`config.mk`:
```
export PLATFORM = sky130hd
export DESIGN_NAME = mdu_ctrl_flat
export DESIGN_NICKNAME = d
export VERILOG_FILES = /design/src/rtl/mdu_pkg.sv /design/src/rtl/mdu_if.sv /design/src/rtl/mdu_div_step.sv /design/src/rtl/mdu_ctrl.sv /design/src/flat_wrapper.sv
export SDC_FILE = /design/constraint.sdc
export NUM_CORES = 2
export LEC_CHECK = 0
export ABC_AREA = 1
export BUFFER_PORTS_ARGS = -buffer_cell sky130_fd_sc_hd__buf_2
export CORE_MARGIN = 2
export CORE_UTILIZATION = 40
export CTS_CLUSTER_SIZE = 14
export DETAILED_ROUTE_END_ITERATION = 10
export GPL_ROUTABILITY_DRIVEN = 0
export PLACE_DENSITY = 0.67
export SKIP_LAST_GASP = 1
export SYNTH_ARGS = -nofsm -noshare
export SYNTH_HDL_FRONTEND = slang
export SYNTH_SLANG_ARGS = --single-unit
```
`constraint.sdc`:
```
create_clock -name clk -period 8.5 [get_ports clk]
set_input_delay 1.275 -clock clk [delete_from_list [all_inputs] [get_ports clk]]
set_output_delay 1.275 -clock clk [all_outputs]
set_load 0.02 [all_outputs]
```
`src/rtl/mdu_pkg.sv`:
```
// Multiply/divide unit shared types: operation codes, controller states,
// divide iteration count and an operation-class helper.
package mdu_pkg;

  typedef enum logic [2:0] {
    OP_MULT  = 3'd0,
    OP_MULTU = 3'd1,
    OP_DIV   = 3'd2,
    OP_DIVU  = 3'd3,
    OP_MTHI  = 3'd4,
    OP_MTLO  = 3'd5
  } mdu_op_e;

  typedef enum logic [1:0] {
    S_IDLE = 2'd0,
    S_MUL  = 2'd1,
    S_DIV  = 2'd2,
    S_FIX  = 2'd3
  } mdu_state_e;

  localparam int DIV_ITERS = 32;

  // Operations that occupy the unit and freeze the pipeline.
  function automatic logic is_arith(input mdu_op_e op);
    return (op == OP_MULT) || (op == OP_MULTU) || (op == OP_DIV) || (op == OP_DIVU);
  endfunction

endpackage

```
`src/rtl/mdu_if.sv`:
```
// Request/result bundle between the EX stage and the multiply/divide unit.
// Optional macro MDU_CANCEL_EN adds the cancel request line.
interface mdu_if #(
  parameter int DW = 32
);
  logic          start;
  logic [2:0]    op;
  logic [DW-1:0] a;
  logic [DW-1:0] b;
`ifdef MDU_CANCEL_EN
  logic          cancel;
`endif
  logic          stall;
  logic          busy;
  logic          done;
  logic          div_by_zero;
  logic [DW-1:0] hi;
  logic [DW-1:0] lo;

`ifdef MDU_CANCEL_EN
  modport master (output start, op, a, b, cancel,
                  input  stall, busy, done, div_by_zero, hi, lo);
  modport slave  (input  start, op, a, b, cancel,
                  output stall, busy, done, div_by_zero, hi, lo);
`else
  modport master (output start, op, a, b,
                  input  stall, busy, done, div_by_zero, hi, lo);
  modport slave  (input  start, op, a, b,
                  output stall, busy, done, div_by_zero, hi, lo);
`endif

endinterface

```
`src/rtl/mdu_div_step.sv`:
```
// One restoring-division step: shift the next dividend bit into the partial
// remainder and subtract the divisor when it fits.
module div_step #(
  parameter int DW = 32
) (
  input  logic [DW-1:0] rem_in,
  input  logic [DW-1:0] divisor,
  input  logic          dvd_bit,
  output logic [DW-1:0] rem_out,
  output logic          q_bit
);

  logic [DW:0] trial;
  logic [DW:0] diff;

  // Remainder stays below the divisor, so the trial fits in DW+1 bits and
  // the borrow (diff MSB) alone decides the quotient bit.
  always_comb begin
    trial   = {rem_in, dvd_bit};
    diff    = trial - {1'b0, divisor};
    q_bit   = ~diff[DW];
    rem_out = q_bit ? diff[DW-1:0] : trial[DW-1:0];
  end

endmodule

```
`src/rtl/mdu_ctrl.sv`:
```
// Multiply/divide controller owning HI/LO for the EX stage.
// Optional macro MDU_CANCEL_EN enables aborting an in-flight operation.
//
//   state  | meaning
//   IDLE   | waiting for start; MTHI/MTLO execute here
//   MUL    | product settling, done in the last MUL cycle
//   DIV    | one restoring quotient bit per cycle, counter 31..0
//   FIX    | apply result signs (or divide-by-zero values), done
module mdu_ctrl
  import mdu_pkg::*;
#(
  parameter int DW         = 32,
  parameter int MUL_CYCLES = 1
) (
  input logic  clk,
  input logic  resetn,
  mdu_if.slave bus
);

  mdu_state_e      state, state_nx;
  mdu_op_e         op_e;
  logic [4:0]      cnt;
  logic [DW-1:0]   op_a, op_b, rem;
  logic            sa, sb, dbz_r;
  logic [DW-1:0]   hi_r, lo_r;
  logic            cancel_w, busy, is_signed;
  logic [DW-1:0]   a_mag, b_mag;
  logic [2*DW-1:0] prod_mag, prod_res;
  logic [DW-1:0]   step_rem;
  logic            step_q;
  logic            acc_mul, acc_div, acc_dbz, wr_hi, wr_lo;
  logic            mul_fin, fix_fin, done_c, dbz_c;

  assign op_e = mdu_op_e'(bus.op);

`ifdef MDU_CANCEL_EN
  assign cancel_w = bus.cancel;
`else
  assign cancel_w = 1'b0;
`endif

  assign is_signed = (op_e == OP_MULT) || (op_e == OP_DIV);
  assign a_mag     = (is_signed && bus.a[DW-1]) ? -bus.a : bus.a;
  assign b_mag     = (is_signed && bus.b[DW-1]) ? -bus.b : bus.b;
  assign prod_mag  = {{DW{1'b0}}, op_a} * {{DW{1'b0}}, op_b};
  assign prod_res  = (sa ^ sb) ? -prod_mag : prod_mag;

  div_step #(.DW(DW)) u_div_step (
    .rem_in  (rem),
    .divisor (op_b),
    .dvd_bit (op_a[DW-1]),
    .rem_out (step_rem),
    .q_bit   (step_q)
  );

  // State register.
  always_ff @(posedge clk or negedge resetn) begin
    if (!resetn) state <= S_IDLE;
    else         state <= state_nx;
  end

  // Next state and per-cycle control strobes.
  always_comb begin
    state_nx = state;
    acc_mul  = 1'b0;
    acc_div  = 1'b0;
    acc_dbz  = 1'b0;
    wr_hi    = 1'b0;
    wr_lo    = 1'b0;
    mul_fin  = 1'b0;
    fix_fin  = 1'b0;
    done_c   = 1'b0;
    dbz_c    = 1'b0;
    case (state)
      S_IDLE: begin
        if (bus.start && !cancel_w) begin
          case (op_e)
            OP_MULT, OP_MULTU: begin
              acc_mul  = 1'b1;
              state_nx = S_MUL;
            end
            OP_DIV, OP_DIVU: begin
              if (bus.b == '0) begin
                acc_dbz  = 1'b1;
                state_nx = S_FIX;
              end else begin
                acc_div  = 1'b1;
                state_nx = S_DIV;
              end
            end
            OP_MTHI: wr_hi = 1'b1;
            OP_MTLO: wr_lo = 1'b1;
            default: ;
          endcase
        end
      end
      S_MUL: begin
        if (cancel_w) state_nx = S_IDLE;
        else if (cnt == '0) begin
          mul_fin  = 1'b1;
          done_c   = 1'b1;
          state_nx = S_IDLE;
        end
      end
      S_DIV: begin
        if (cancel_w)        state_nx = S_IDLE;
        else if (cnt == '0) state_nx = S_FIX;
      end
      S_FIX: begin
        if (cancel_w) state_nx = S_IDLE;
        else begin
          fix_fin  = 1'b1;
          done_c   = 1'b1;
          dbz_c    = dbz_r;
          state_nx = S_IDLE;
        end
      end
      default: state_nx = S_IDLE;
    endcase
  end

  assign busy            = (state != S_IDLE);
  assign bus.busy        = busy;
  assign bus.done        = done_c;
  assign bus.div_by_zero = dbz_c;
  assign bus.stall       = acc_mul | acc_div | acc_dbz | (busy & ~done_c);
  assign bus.hi          = hi_r;
  assign bus.lo          = lo_r;

  // Operand magnitudes, signs, iteration counter and divide shift registers.
  // A zero divisor preloads the FIX inputs so FIX needs no special case.
  always_ff @(posedge clk or negedge resetn) begin
    if (!resetn) begin
      cnt   <= '0;
      op_a  <= '0;
      op_b  <= '0;
      rem   <= '0;
      sa    <= 1'b0;
      sb    <= 1'b0;
      dbz_r <= 1'b0;
    end else begin
      if (acc_mul || acc_div) begin
        op_a  <= a_mag;
        op_b  <= b_mag;
        sa    <= is_signed & bus.a[DW-1];
        sb    <= is_signed & bus.b[DW-1];
        rem   <= '0;
        dbz_r <= 1'b0;
        cnt   <= acc_mul ? 5'(MUL_CYCLES - 1) : 5'(DIV_ITERS - 1);
      end else if (acc_dbz) begin
        op_a  <= '1;
        rem   <= bus.a;
        sa    <= 1'b0;
        sb    <= 1'b0;
        dbz_r <= 1'b1;
        cnt   <= '0;
      end else if (state == S_MUL && cnt != '0) begin
        cnt <= cnt - 5'd1;
      end else if (state == S_DIV && !cancel_w) begin
        rem  <= step_rem;
        op_a <= {op_a[DW-2:0], step_q};
        if (cnt != '0) cnt <= cnt - 5'd1;
      end
    end
  end

  // Architectural HI/LO: moves, product write-back and signed divide results.
  always_ff @(posedge clk or negedge resetn) begin
    if (!resetn) begin
      hi_r <= '0;
      lo_r <= '0;
    end else if (wr_hi) begin
      hi_r <= bus.a;
    end else if (wr_lo) begin
      lo_r <= bus.a;
    end else if (mul_fin) begin
      {hi_r, lo_r} <= prod_res;
    end else if (fix_fin) begin
      lo_r <= (sa ^ sb) ? -op_a : op_a;
      hi_r <= sa ? -rem : rem;
    end
  end

  // A new request while an operation is in flight is a protocol error.
  a_no_start_busy: assert property (@(posedge clk) disable iff (!resetn) !(bus.start && busy))
    else $error("mdu_ctrl: start asserted while busy");

endmodule

```
`src/flat_wrapper.sv`:
```
// flat-port wrapper written by rule: the top's interface ports become plain ports
module mdu_ctrl_flat import mdu_pkg::*;
#(
  parameter int DW         = 32,
  parameter int MUL_CYCLES = 1
)
  (clk, resetn, bus_start, bus_op, bus_a, bus_b, bus_stall, bus_busy, bus_done, bus_div_by_zero, bus_hi, bus_lo);
  mdu_if #(.DW(DW)) bus_i ();
  input logic clk;
  input logic resetn;
  input wire logic [$bits(bus_i.start)-1:0] bus_start;
  input wire logic [$bits(bus_i.op)-1:0] bus_op;
  input wire logic [$bits(bus_i.a)-1:0] bus_a;
  input wire logic [$bits(bus_i.b)-1:0] bus_b;
  output wire logic [$bits(bus_i.stall)-1:0] bus_stall;
  output wire logic [$bits(bus_i.busy)-1:0] bus_busy;
  output wire logic [$bits(bus_i.done)-1:0] bus_done;
  output wire logic [$bits(bus_i.div_by_zero)-1:0] bus_div_by_zero;
  output wire logic [$bits(bus_i.hi)-1:0] bus_hi;
  output wire logic [$bits(bus_i.lo)-1:0] bus_lo;
  assign bus_i.start = bus_start;
  assign bus_i.op = bus_op;
  assign bus_i.a = bus_a;
  assign bus_i.b = bus_b;
  assign bus_stall = bus_i.stall;
  assign bus_busy = bus_i.busy;
  assign bus_done = bus_i.done;
  assign bus_div_by_zero = bus_i.div_by_zero;
  assign bus_hi = bus_i.hi;
  assign bus_lo = bus_i.lo;
  mdu_ctrl #(.DW(DW), .MUL_CYCLES(MUL_CYCLES)) u_core (.clk(clk), .resetn(resetn), .bus(bus_i));
endmodule
```
# Word level (Yosys, flattened, before mapping)
# Index checks and enable logic that the tools add are counted.
# totals
reg_bits	170
latchBits	0
ramBits	0
rom_bits	0
out_inout_bits	68
wordCells	126
mem_count	0
# classes
addsub	7
multipliers	1
div_mod_pow	0
order_cmp	0
eq_ne	14
shifts	0
mux	60
bitwise	10
reduce_logical	24
# op_table
op	n
$mux 32	20
$neg 32->32	4
$mul 32x32->64	1
$mux 64	1
$neg 64->64	1
$sub 33x32->33	1
$logic_not 32->1	1
$mux 5	6
$mux 1	27
$reduce_bool 3->1	3
$pmux 2 s4	1
$reduce_and 2->1	4
$reduce_bool 4->1	2
$eq 3x2->1 const B	2
$eq 3x3->1 const B	2
$mux 2	3
$ne 2x1->1 const B	3
$logic_not 5->1	1
$reduce_bool 5->1	1
$sub 5x1->5 const B	1
$eq 2x2->1 const B	2
$pmux 2 s2	1
$reduce_and 4->1	1
$reduce_bool 2->1	2
15 further kinds	25

# Depth between registers and ports, before layout
# depth
depth_word	8
ltp_mapped	45
ltp_nobuf	43

# Modules after synthesis
# A second synthesis with hierarchy kept.
# hier_totals
hier_cells	7897
area_unflattened_um2	53292.4
# by_module_without_submodules
module	instances	cells_per_inst	area_per_inst_um2
mdu_ctrl	1	7217	50141.8
div_step	1	680	3150.5

# Least setup slack after synthesis
# Ideal clock, no wire load.
# synth_path
kind	register to register
startpoint	register u_core.op_a[31]
endpoint	register u_core.hi_r[12] (netlist: u_core.bus.hi[12])
t_arrival_ns	7.084
required_ns	8.383
slack_ns	1.299
path_stages_with_launch	39
path_buffers	2
synth_period_minus_slack_ns	7.201
cell_sequence	dfrtp_1 clkbuf_1 clkbuf_1 nand2_1 fa_1 inv_1 fa_1 fa_1 inv_1 fa_1 inv_1 fa_1 fa_1 fa_1 inv_1 fa_1 inv_1 ha_1 (+3 left out) nor3_1 nand2_1 inv_1 nand2_1 nand2_1 nand2_1 nand2_1 nand2_1 nor2_1 nand2_1 nor2_2 nand2_1 nand2_2 nand2_1 nand3_1 nand3_1 nand3_1 nand2_1
# synth_between
elab_chain_len	6
# synth_lines
item	line_no	rtl
start: declaration	mdu_ctrl.sv:23	logic [DW-1:0] op_a, op_b, rem;
start signal: assignment	mdu_ctrl.sv:143	op_a <= a_mag;
start signal: assignment	mdu_ctrl.sv:161	op_a <= {op_a[DW-2:0], step_q};
$mul 32x32->64 (*)	mdu_ctrl.sv:45	assign prod_mag = {{DW{1'b0}}, op_a} * {{DW{1'b0}}, op_b};
$neg 64->64	mdu_ctrl.sv:46	assign prod_res = (sa ^ sb) ? -prod_mag : prod_mag;
$mux 64 (*)	mdu_ctrl.sv:46	
$mux 32 (*)	mdu_ctrl.sv:176	end else if (mul_fin) begin
$mux 32 (*)	mdu_ctrl.sv:174	end else if (wr_lo) begin
$mux 32 (*)	mdu_ctrl.sv:172	end else if (wr_hi) begin
end signal: assignment	mdu_ctrl.sv:173	hi_r <= bus.a;
end signal: assignment	mdu_ctrl.sv:177	{hi_r, lo_r} <= prod_res;
end signal: assignment	mdu_ctrl.sv:180	hi_r <= sa ? -rem : rem;
end: declaration	mdu_ctrl.sv:25	logic [DW-1:0] hi_r, lo_r;
# Every way passes the cells marked *; elsewhere a longest branch is shown, timed or not. The select of a mux whose other input is x is not followed.
# A chain may end at the register's enable or synchronous reset.

# Final worst setup path
# layout_path
startpoint	register u_core.op_a[22]
endpoint	register u_core.hi_r[0] (netlist: u_core.bus.hi[0])
# The elaborated chain is that of the path after synthesis.

==> flow_summary_export.csv <==
group,metric,value,unit
clock_network,root_buffer,"sky130_fd_sc_hd__clkbuf_16",
drt,drt_first_iter_violations,4851,
logic_synthesis,synth_area,52000,µm²
critical_path,cpLargestDelayFamily,"adder cells",
logic_synthesis,synth_area_in_compound_gates,7.05,%
critical_path,worstSetupStartpointType,"register",
critical_path,cp_max_fanout,12,
floorplan,initial_core_utilization,40.2,%
critical_path,worst_path_largest_cell_delay,0.59,ns
placed_design,dp.final_hpwl,147000,µm
drt,wirelength,177000,µm
global_routing,grt_first_pass_wirelength,278000,µm
cells_and_area,design_area,56200,µm²
critical_path,crit-reg2reg-capture,"u_core.bus.hi[0]",
critical_path,timing.critical_path.slowest_stage_cell,"sky130_fd_sc_hd__dfrtp_4",
cells_and_area,diodes,0,
placed_design,count_of_input_and_output_buffers,137,
timing,worst_pin_slew,1.03,ns
critical_path,crit_path_end,"u_core.bus.hi[0]",
global_routing,overflow,0,
timing,finalCritPeriodShare,97.9,%
drt,drt_pass_1_iters,8,
logic_synthesis,synth_top_cell_area_share,34.5,%
timing,setup-violations-final,0,
critical_path,worstSetupPathType,"register to register",
clock_network,cts_tree,"built",
cells_and_area,nFillCells,13129,
logic_synthesis,synthesized_net_count,8862,
logic_synthesis,yosys-top-cells-area,"sky130_fd_sc_hd__fa_1, sky130_fd_sc_hd__nand2_1, sky130_fd_sc_hd__inv_1, sky130_fd_sc_hd__dfrtp_1, sky130_fd_sc_hd__ha_1",
drt,via_count,48811,
drt,post-route-drc-count,0,
logic_synthesis,synth_sequential_area_ratio,8.18,%
critical_path,regToRegSetupSlack,0.18,ns
clock_network,clockBufferDepth,2,
timing,final.setup.worst_slack,0.182,ns
placed_design,placed_area,55400,µm²
cells_and_area,areaGrowthSynthToFinish,8.08,%
drt,drtAntennaViolNets,0,
logic_synthesis,syn_avg_cell_area,6.85,µm²
floorplan,die_w,365,µm
global_routing,via_count_of_the_first_global_routing_pass,49655,
timing,final.setup_skew,0.0354,ns
global_routing,grt_max_degree,91,
timing,final.min_clock_period,8.32,ns
logic_synthesis,synthDistinctLibCells,54,
floorplan,rows,132,
logic_synthesis,yosys_register_bits,170,
floorplan,dieArea,133000,µm²
critical_path,worst-r2r-cell-count,32,
critical_path,critPathRequiredTime,8.87,ns
clock_network,cts_inserted_buffers,17,
drt,detailroute.wirelength.met3,16600,µm
timing,timing.fmax,120,MHz
flow_run,cap_viol_max_count,0,
run_status,run_status,"finished, final reports clean",
global_routing,grt_use_total,27.0,%
cells_and_area,layout-drive-gt1-share,7.67,%
min_path,min_path_type,"register to register",
logic_synthesis,synth_largest_area_cell,"sky130_fd_sc_hd__fa_1",
cells_and_area,seqCellArea,4310,µm²
clock_network,insertion_delay,0.54,ns
floorplan,core-area,129000,µm²
logic_synthesis,synth-adder-area-share,41.8,%
logic_synthesis,multiplexer_fraction_of_the_synthesized_cell_area,0,%
min_path,timing.hold.worst_path_depth,2,
timing,number_of_max_slew_violations_in_the_final_report,0,
logic_synthesis,synth_enable_flop_cells,0,
logic_synthesis,synth_top_family_by_area,"adder cells",
drt,routed-wl-met2,80800,µm
clock_network,cts.sinks,170,
floorplan,floorplan.die.height,365,µm
floorplan,pin_count,138,
critical_path,timing.critical_path.arrival,8.68,ns
logic_synthesis,synthFlopType,"sky130_fd_sc_hd__dfrtp_1",
global_routing,grt_antenna_before_repair,8,
clock_network,hold_bufs_at_cts,0,
cells_and_area,multi_input_area,39000,µm²
drt,viasPerCell,5.22,
min_path,hp-start,"u_core.bus.hi[17]",
drt,detail_route.wl_per_cell,18.9,µm
timing,slew_headroom,31.1,%
timing,report.final.hold_viol_count,0,
critical_path,critical_path.n_buffers_inverters,6,
logic_synthesis,post_synth_and_or_nand_nor_area_fraction,24.2,%
critical_path,critical_path_cell_count,32,
logic_synthesis,xor_and_xnor_fraction_of_the_mapped_netlist_area,1.50,%
placed_design,detailedPlace.worstSlack,-0.0609,ns
cells_and_area,final_net_count,8872,
logic_synthesis,yosysWarnings,0,
logic_synthesis,synthArstFlopShare,100,%
drt,routedLengthMet1,69400,µm
drt,top_signal_layer_used,"met5",
clock_network,worst_setup_hold_path_clk_slew,0.09,ns
logic_synthesis,number_of_cells_produced_by_synthesis,7593,
critical_path,worst_r2r_startpoint,"u_core.op_a[22]",
clock_network,h-tree-depth,4,
critical_path,critical_path.endpoint_type,"register",
critical_path,critical_path.startpoint,"u_core.op_a[22]",
## state kept, by name, summed over array words and instances, names as in the netlist
register / count
u_core.op_b: 32
u_core.dbz_r: 1
u_core.sb: 1
u_core.bus.hi: 32
u_core.bus.lo: 32
u_core.op_a: 32
u_core.state: 2
u_core.rem: 32
u_core.cnt: 5
u_core.sa: 1
## worst min path at each step
stage                                    to  slack, ns
after floorplan              u_core.rem[31]       0.47
after global placement     u_core.bus.hi[7]       0.46
after detailed placement  u_core.bus.hi[17]       0.46
after CTS                 u_core.bus.hi[17]       0.49
after global routing      u_core.bus.hi[28]       0.51
final                     u_core.bus.hi[17]       0.49
## repair_timing
item,4_1_cts,5_1_grt
setup buffers,0,5
endpoints found under the setup margin,2,39
gates resized for setup,10,66
## logic make-up after synthesis
group	count (synthesis)
adders and majority gates	1199
buffers and inverters	2385
AOI/OAI and AO/OA	655
and+or+nand+nor	3096
DFF	170
xor gates and xnor gates	88
## cell type report
class | instances | share of cell area [%]
Multi-Input combinational cell | 5038 | 69.3
Inverter | 2026 | 13.5
Sequential cell | 170 | 7.66
Timing Repair Buffer | 350 | 4.61
Tap cell | 1742 | 3.88
Clock buffer | 17 | 0.757
Clock inverter | 15 | 0.269
## synth_stat cells (all sizes together) (4+ instances only)
library cell	count
fa	897
o22ai	19
a21o	4
nor4	9
nand3	280
o31ai	4
o21ai	298
buf	72
o221ai	26
inv	2018
o21bai	12
clkinv	8
clkbuf	287
or2	14
a31oi	16
a21oi	214
xnor2	31
nand4	45
nand3b	13
ha	302
a211oi	7
nand2	2290
dfrtp	170
o211ai	38
nor2	382
nor3	62
xor2	57
## layout by cell type, fill, tap and decap left out, types with 21 or more instances in the layout
| cell type | netlist | routed |
|---|---|---|
| sky130_fd_sc_hd__nand3_1 | 267 | 263 |
| sky130_fd_sc_hd__o211ai_1 | 38 | 38 |
| sky130_fd_sc_hd__ha_1 | 302 | 295 |
| sky130_fd_sc_hd__nor3_1 | 51 | 49 |
| sky130_fd_sc_hd__xnor2_1 | 30 | 30 |
| sky130_fd_sc_hd__buf_12 | 0 | 24 |
| sky130_fd_sc_hd__o221ai_1 | 26 | 26 |
| sky130_fd_sc_hd__fa_1 | 897 | 897 |
| sky130_fd_sc_hd__inv_1 | 1998 | 1997 |
| sky130_fd_sc_hd__nor2_1 | 355 | 337 |
| sky130_fd_sc_hd__a21oi_1 | 211 | 208 |
| sky130_fd_sc_hd__dfrtp_1 | 170 | 142 |
| sky130_fd_sc_hd__o21ai_1 | 28 | 28 |
| sky130_fd_sc_hd__inv_2 | 20 | 23 |
| sky130_fd_sc_hd__nor2_2 | 21 | 34 |
| sky130_fd_sc_hd__nand2_2 | 32 | 38 |
| sky130_fd_sc_hd__nand2_1 | 2256 | 2250 |
| sky130_fd_sc_hd__o21ai_0 | 265 | 265 |
| sky130_fd_sc_hd__buf_4 | 0 | 188 |
| sky130_fd_sc_hd__nand4_1 | 45 | 45 |
| sky130_fd_sc_hd__dfrtp_2 | 0 | 21 |
| sky130_fd_sc_hd__buf_2 | 14 | 136 |
| sky130_fd_sc_hd__xor2_1 | 57 | 57 |
## worst min-delay path, cell delays in order, from the launching register on
cell                      delay [ns]
sky130_fd_sc_hd__dfrtp_1        0.35
sky130_fd_sc_hd__nand2_1        0.05
sky130_fd_sc_hd__nand2_1        0.05
## layer usage
layer  up-vias  GRT usage [%]
li1      22115              -
met1     23631           34.6
met2      2480           43.6
met3       571           5.15
met4        14           13.3
met5         -              0
## through the flow
step / hold WS (ns) / util [%] / std cells / TNS (ns)
2_1_floorplan: 0.471 / - / 7593 / 0
3_3_place_gp: 0.462 / 42.8 / 9321 / -0.0125
3_5_place_dp: 0.461 / 42.8 / 9321 / -0.0609
4_1_cts: 0.489 / 43.3 / 9353 / 0
5_1_grt: 0.508 / 43.5 / 9358 / -0.0552
6_report: 0.488 / 43.5 / 9358 / 0
Power is left out: the tool's default activity adds up to more than one toggle a clock period on the data nets, which glitch-free logic cannot reach.
